--- src/rtl/cordic_pkg.sv ---
// Shared types and constants for the iterative CORDIC controller.
// Angles are signed fixed point with LSB = 2^-16 rad, the same scale as the arctan ROM.
package cordic_pkg;

  typedef enum logic [1:0] {
    ST_IDLE = 2'd0,
    ST_RUN  = 2'd1,
    ST_DONE = 2'd2
  } state_e;

  localparam logic signed [17:0] PI_2 = 18'sd102944;
  localparam logic signed [17:0] PI_4 = 18'sd51472;

  // 1.6468 in Q16; needs 17 bits since the gain exceeds 1.0.
  localparam logic [16:0] CORDIC_GAIN_Q16 = 17'd107922;

  localparam logic MODE_ROT = 1'b0;
  localparam logic MODE_VEC = 1'b1;

endpackage

--- src/rtl/cordic_stage.sv ---
// One combinational CORDIC micro-rotation: (x, y, z) -> (x', y', z') for a given shift and arctan.
// Zero latency; no flow control, the controller decides when the result is captured.
module cordic_stage
  import cordic_pkg::*;
#(
  parameter int XY_W    = 18,
  parameter int ANGLE_W = 18
) (
  input  logic signed [XY_W-1:0]    i_x,
  input  logic signed [XY_W-1:0]    i_y,
  input  logic signed [ANGLE_W-1:0] i_z,
  input  logic [3:0]                i_shift,
  input  logic [15:0]               i_atan,
  input  logic                      i_mode,
  output logic signed [XY_W-1:0]    o_x,
  output logic signed [XY_W-1:0]    o_y,
  output logic signed [ANGLE_W-1:0] o_z
);

  logic                      w_d;
  logic signed [XY_W-1:0]    w_x_sh;
  logic signed [XY_W-1:0]    w_y_sh;
  logic signed [ANGLE_W-1:0] w_atan;

  // Rotation steers z toward zero; vectoring steers y toward zero.
  assign w_d    = (i_mode == MODE_VEC) ? i_y[XY_W-1] : ~i_z[ANGLE_W-1];
  assign w_x_sh = i_x >>> i_shift;
  assign w_y_sh = i_y >>> i_shift;
  assign w_atan = $signed({{(ANGLE_W-16){1'b0}}, i_atan});

  assign o_x = w_d ? (i_x - w_y_sh) : (i_x + w_y_sh);
  assign o_y = w_d ? (i_y + w_x_sh) : (i_y - w_x_sh);
  assign o_z = w_d ? (i_z - w_atan) : (i_z + w_atan);

endmodule

--- src/rtl/cordic_iter_ctrl.sv ---
// Iterative CORDIC controller: one micro-rotation per clock, sequencing an external arctan ROM.
// out_valid rises ITERS+1 cycles after acceptance; result held until out_ready, no job overlap.
module cordic_iter_ctrl
  import cordic_pkg::*;
#(
  parameter int DATA_W  = 16,
  parameter int GUARD   = 2,
  parameter int ANGLE_W = 18,
  parameter int ITERS   = 16
) (
  input  logic                      clk,
  input  logic                      rst_n,
  input  logic                      i_flush,
  input  logic                      i_in_valid,
  output logic                      o_in_ready,
  input  logic                      i_in_mode,
  input  logic signed [DATA_W-1:0]  i_in_x,
  input  logic signed [DATA_W-1:0]  i_in_y,
  input  logic signed [ANGLE_W-1:0] i_in_z,
  output logic                      o_out_valid,
  input  logic                      i_out_ready,
  output logic signed [DATA_W-1:0]  o_out_x,
  output logic signed [DATA_W-1:0]  o_out_y,
  output logic signed [ANGLE_W-1:0] o_out_z,
  output logic [4:0]                o_rom_addr,
  input  logic [15:0]               i_rom_data,
  output logic                      o_busy
);

  localparam int XY_W = DATA_W + GUARD;
  localparam logic [3:0] LAST_ITER = 4'(ITERS - 1);
  localparam logic signed [XY_W-1:0] SAT_MAX = {{(GUARD+1){1'b0}}, {(DATA_W-1){1'b1}}};
  localparam logic signed [XY_W-1:0] SAT_MIN = {{(GUARD+1){1'b1}}, {(DATA_W-1){1'b0}}};

  state_e                    r_state;
  logic [3:0]                r_iter;
  logic                      r_mode;
  logic signed [XY_W-1:0]    r_x;
  logic signed [XY_W-1:0]    r_y;
  logic signed [ANGLE_W-1:0] r_z;

  logic signed [XY_W-1:0]    w_x_nx;
  logic signed [XY_W-1:0]    w_y_nx;
  logic signed [ANGLE_W-1:0] w_z_nx;

  function automatic logic signed [DATA_W-1:0] sat(input logic signed [XY_W-1:0] v);
    if (v > SAT_MAX)      return SAT_MAX[DATA_W-1:0];
    else if (v < SAT_MIN) return SAT_MIN[DATA_W-1:0];
    else                  return v[DATA_W-1:0];
  endfunction

  cordic_stage #(
    .XY_W    (XY_W),
    .ANGLE_W (ANGLE_W)
  ) u_stage (
    .i_x     (r_x),
    .i_y     (r_y),
    .i_z     (r_z),
    .i_shift (r_iter),
    .i_atan  (i_rom_data),
    .i_mode  (r_mode),
    .o_x     (w_x_nx),
    .o_y     (w_y_nx),
    .o_z     (w_z_nx)
  );

  // The counter parks at the last index in DONE, so bit 4 never sets.
  assign o_rom_addr = {1'b0, r_iter};

  always_ff @(posedge clk or negedge rst_n) begin
    if (!rst_n) begin
      r_state     <= ST_IDLE;
      r_iter      <= '0;
      r_mode      <= MODE_ROT;
      r_x         <= '0;
      r_y         <= '0;
      r_z         <= '0;
      o_in_ready  <= 1'b1;
      o_out_valid <= 1'b0;
      o_busy      <= 1'b0;
      o_out_x     <= '0;
      o_out_y     <= '0;
      o_out_z     <= '0;
    end else if (i_flush) begin
      // Output data deliberately untouched; only the job and its handshake are dropped.
      r_state     <= ST_IDLE;
      r_iter      <= '0;
      o_in_ready  <= 1'b1;
      o_out_valid <= 1'b0;
      o_busy      <= 1'b0;
    end else begin
      case (r_state)
        ST_IDLE: begin
          if (i_in_valid && o_in_ready) begin
            r_state    <= ST_RUN;
            r_iter     <= '0;
            r_mode     <= i_in_mode;
            r_x        <= {{GUARD{i_in_x[DATA_W-1]}}, i_in_x};
            r_y        <= {{GUARD{i_in_y[DATA_W-1]}}, i_in_y};
            r_z        <= i_in_z;
            o_in_ready <= 1'b0;
            o_busy     <= 1'b1;
          end
        end
        ST_RUN: begin
          r_x <= w_x_nx;
          r_y <= w_y_nx;
          r_z <= w_z_nx;
          if (r_iter == LAST_ITER) begin
            r_state <= ST_DONE;
            o_out_x <= sat(w_x_nx);
            o_out_y <= sat(w_y_nx);
            o_out_z <= w_z_nx;
          end else begin
            r_iter <= r_iter + 4'd1;
          end
        end
        ST_DONE: begin
          // Data settled on entry; valid follows one cycle later.
          if (!o_out_valid) begin
            o_out_valid <= 1'b1;
          end else if (i_out_ready) begin
            r_state     <= ST_IDLE;
            r_iter      <= '0;
            o_out_valid <= 1'b0;
            o_in_ready  <= 1'b1;
            o_busy      <= 1'b0;
          end
        end
        default: begin
          r_state    <= ST_IDLE;
          o_in_ready <= 1'b1;
          o_busy     <= 1'b0;
        end
      endcase
    end
  end

endmodule

--- config.mk ---
export PLATFORM = sky130hd
export DESIGN_NAME = cordic_iter_ctrl
export DESIGN_NICKNAME = d
export VERILOG_FILES = /design/src/rtl/cordic_pkg.sv /design/src/rtl/cordic_stage.sv /design/src/rtl/cordic_iter_ctrl.sv
export SDC_FILE = /design/constraint.sdc
export NUM_CORES = 1
export LEC_CHECK = 0
export CORE_MARGIN = 5
export CORE_UTILIZATION = 53
export DETAILED_ROUTE_END_ITERATION = 8
export MAX_ROUTING_LAYER = met4
export PLACE_DENSITY = 0.77
export SLEW_MARGIN = 5
export SYNTH_ARGS = -nofsm -noshare
export SYNTH_HDL_FRONTEND = slang
export SYNTH_HIERARCHICAL = 1
export SYNTH_SLANG_ARGS = --single-unit
--- constraint.sdc ---
create_clock -name clk -period 12.23 [get_ports clk]
set_clock_uncertainty 0.2 [all_clocks]
set_input_delay 2.446 -clock clk [delete_from_list [all_inputs] [get_ports clk]]
set_output_delay 2.446 -clock clk [all_outputs]
set_load 0.03 [all_outputs]
==> summary.md <==
| Metric | Value |
|---|---|
| Chip Width | `151 um` |
| Synth area leader | `dfrtp_1` |
| Worst R2R End | `o_out_x[12]` |
| Crit path kind | `reg -> reg` |
| Worst Path Max Fanout | `33` |
| Starting density of the core | `54.0%` |
| Hold Path End | `o_out_y[4]` |
| Worst Hold Depth | `2` |
| Top-count cell post-synth | `nor2_1` |
| Min Clock Period, post-route | `6.37 ns` |
| Die Height | `151 um` |
| CTS Sinks | `114` |
| Largest cells by area after synthesis | `dfrtp_1, ha_1, mux4_2` |
| Share of cells above drive strength 1 | `9.49%` |
| Clk root buf | `clkbuf_16` |
| DRT antenna net count | `0` |
| Top_reg_cell synth | `dfrtp_1` |
| DRC violations left | `0` |
| Clock tree buffer depth | `2` |
| Vias | `9600` |
| Port Buffer Count | `128` |
| Critical Path Source | `r_iter[1]` |
| Net count of the mapped netlist | `1395` |
| Core Footprint | `0.0196 mm2` |
| CTS tree | `yes` |
| Initial drt markers | `738` |
| Yosys reg bits | `114` |
| Hold WC Path Type | `reg -> reg` |
| CTS resizes | `0` |
| GP Congestion | `0.938` |
| Final net count | `1482` |
| Relative slew slack | `22.0%` |
| HP Start | `o_out_y[4]` |
| Drt wl/cell | `17.5 um` |
| RSZ-0062 raised after global routing | `no` |
| Crit path launch type | `flip-flop` |
| CTS HTree Levels | `4` |
| R2R Setup Slk | `5.86 ns` |
| Clock insertion delay at the later pin of the skew report | `0.42 ns` |
| Pin count of the biggest net entering global routing | `82` |
| Data arrival, critical path | `6.50 ns` |
| Status | `finished, final reports clean` |
| Antenna cells | `0` |
| Mapped Area | `0.0106 mm2` |
| Drt pass-1 iters | `7` |
| FF-to-FF Start | `r_iter[1]` |
| Synthesis-to-layout area growth | `18.6%` |
| Post-synth EDFFs | `0` |
| TNS Setup | `0 ns` |
| Top Ports | `130` |
| GR Util All Layers | `26.2%` |
| Top cells by count, synth | `nor2_1, nand2_1, a21oi_1` |
| Top-area cell type share of the netlist area | `26.7%` |
| HPWL Detailed | `20.7 mm` |
| Fin. Hold Viols | `0` |
| Unique cell type count in the Yosys netlist | `86` |
| Max Transition Viols Final | `0` |
| Final setup violation count | `0` |
| Critical path endpoint category | `flip-flop` |
| Vias in the first global route | `9308` |
| Synth warn | `6` |
| CTS Buf Count | `17` |
| Sequential-to-total area share from yosys stat | `27.0%` |
| First-pass GRT wire length | `46.9 mm` |
| Clock-pin slew on the worst setup and hold paths | `0.05 ns` |
| Asr flop ratio synth | `100%` |
| Worst Max-Slew Pin Slew | `1.17 ns` |
| CTS Hold Bufs | `0` |
| Fillers | `1666` |
| Gr ovfl total | `0` |
| Crit path required time | `12.36 ns` |
| Post-CTS setup buffer count | `0` |
| Die ar. | `0.0229 mm2` |
| Final WL | `28.4 mm` |
| Antenna violations before repair | `0` |
| R2R cell count | `17` |
| Maxcap violations | `0` |
| Via density | `5.91` |
| Synth Instances | `1261` |
| Syn avg cell area | `8.39 um2` |
| Tcrit/Tclk final | `52.1%` |
| Achievable Freq | `0.157 GHz` |
| # rows | `51` |
## cell type report
class                   instances  area (um2)  share of cell area (%)
inverters                      28         105                   0.837
well taps                     265         332                    2.64
clock buffers                  21         450                    3.59
repair buffers                140        1370                    10.9
flip-flops and latches        114        2860                    22.8
clock inverters                10         136                    1.09
multi-input cells            1047        7300                    58.2
## logic make-up after synthesis
group	after synthesis	synth area share (%)
other cells	1	0.0354
flops	114	27.0
compound gates	326	18.6
mux	129	16.8
xor+xnor	88	7.28
simple gates	441	18.3
buf+inv	100	4.45
fa+ha+maj	62	7.54
## registers in the layout (all words and copies together), names as in the netlist
name,flops
o_out_z,18
r_x,18
r_y,18
r_z,18
o_out_x,16
o_out_y,16
r_iter,4
r_state,2
o_busy,1
o_in_ready,1
o_out_valid,1
r_mode,1
## placed cells by master, fill, tap and decap left out, drive strengths merged, types with 32 or more instances in the layout
cell type and count:
a21oi 118, clkdlybuf4s50 127, dfrtp 113, ha 59, mux2 32, mux2i 67
nand2 160, nor2 179, o21ai 106, xnor2 62
## worst max-delay path: stages, from the launching register on
cell	delay, ns
dfrtp_2	0.58
buf_4	0.48
mux4_2	0.61
mux4_2	0.57
a211oi_4	0.26
nand4_2	0.19
nand2_1	0.14
xnor2_1	0.13
ha_1	0.31
a211oi_1	0.37
nand2b_1	0.10
o211ai_1	0.31
a21oi_1	0.14
a41oi_1	0.27
a21oi_1	0.15
xor2_1	0.89
o21ai_0	0.35
o21ai_0	0.22
## stage by stage
stage	hold slack (ns)	util [%]	instance area (um2)	instances	worst slack (ns)
after global placement	0.263	61.1	12000	1594	5.73
after global routing	0.298	64.1	12600	1625	5.38
after floorplan	0.293	-	10600	1261	6.46
after detailed placement	0.269	61.1	12000	1594	5.62
final	0.276	64.1	12600	1625	5.86
after CTS	0.281	64.1	12600	1625	5.95
## per-layer routing
layer / wire length (um) / GRT usage (%) / part of all wire [%]
met2: 13300 / 41.3 / 47
met3: 1710 / 3.95 / 6.0
met4: 693 / 9.16 / 2.4
met5: 0 / - / 0
met1: 12700 / 34.7 / 45
## worst max-delay path by stage
stage,to,slack (ns)
floorplan,o_out_z[17],6.46
global placement,o_out_z[17],5.73
detailed placement,r_z[16],5.62
CTS,o_out_x[14],5.95
global route,o_out_x[12],5.38
finish,o_out_x[12],5.86
Power is left out: the tool's default activity adds up to more than one toggle a clock period on the data nets, which glitch-free logic cannot reach.
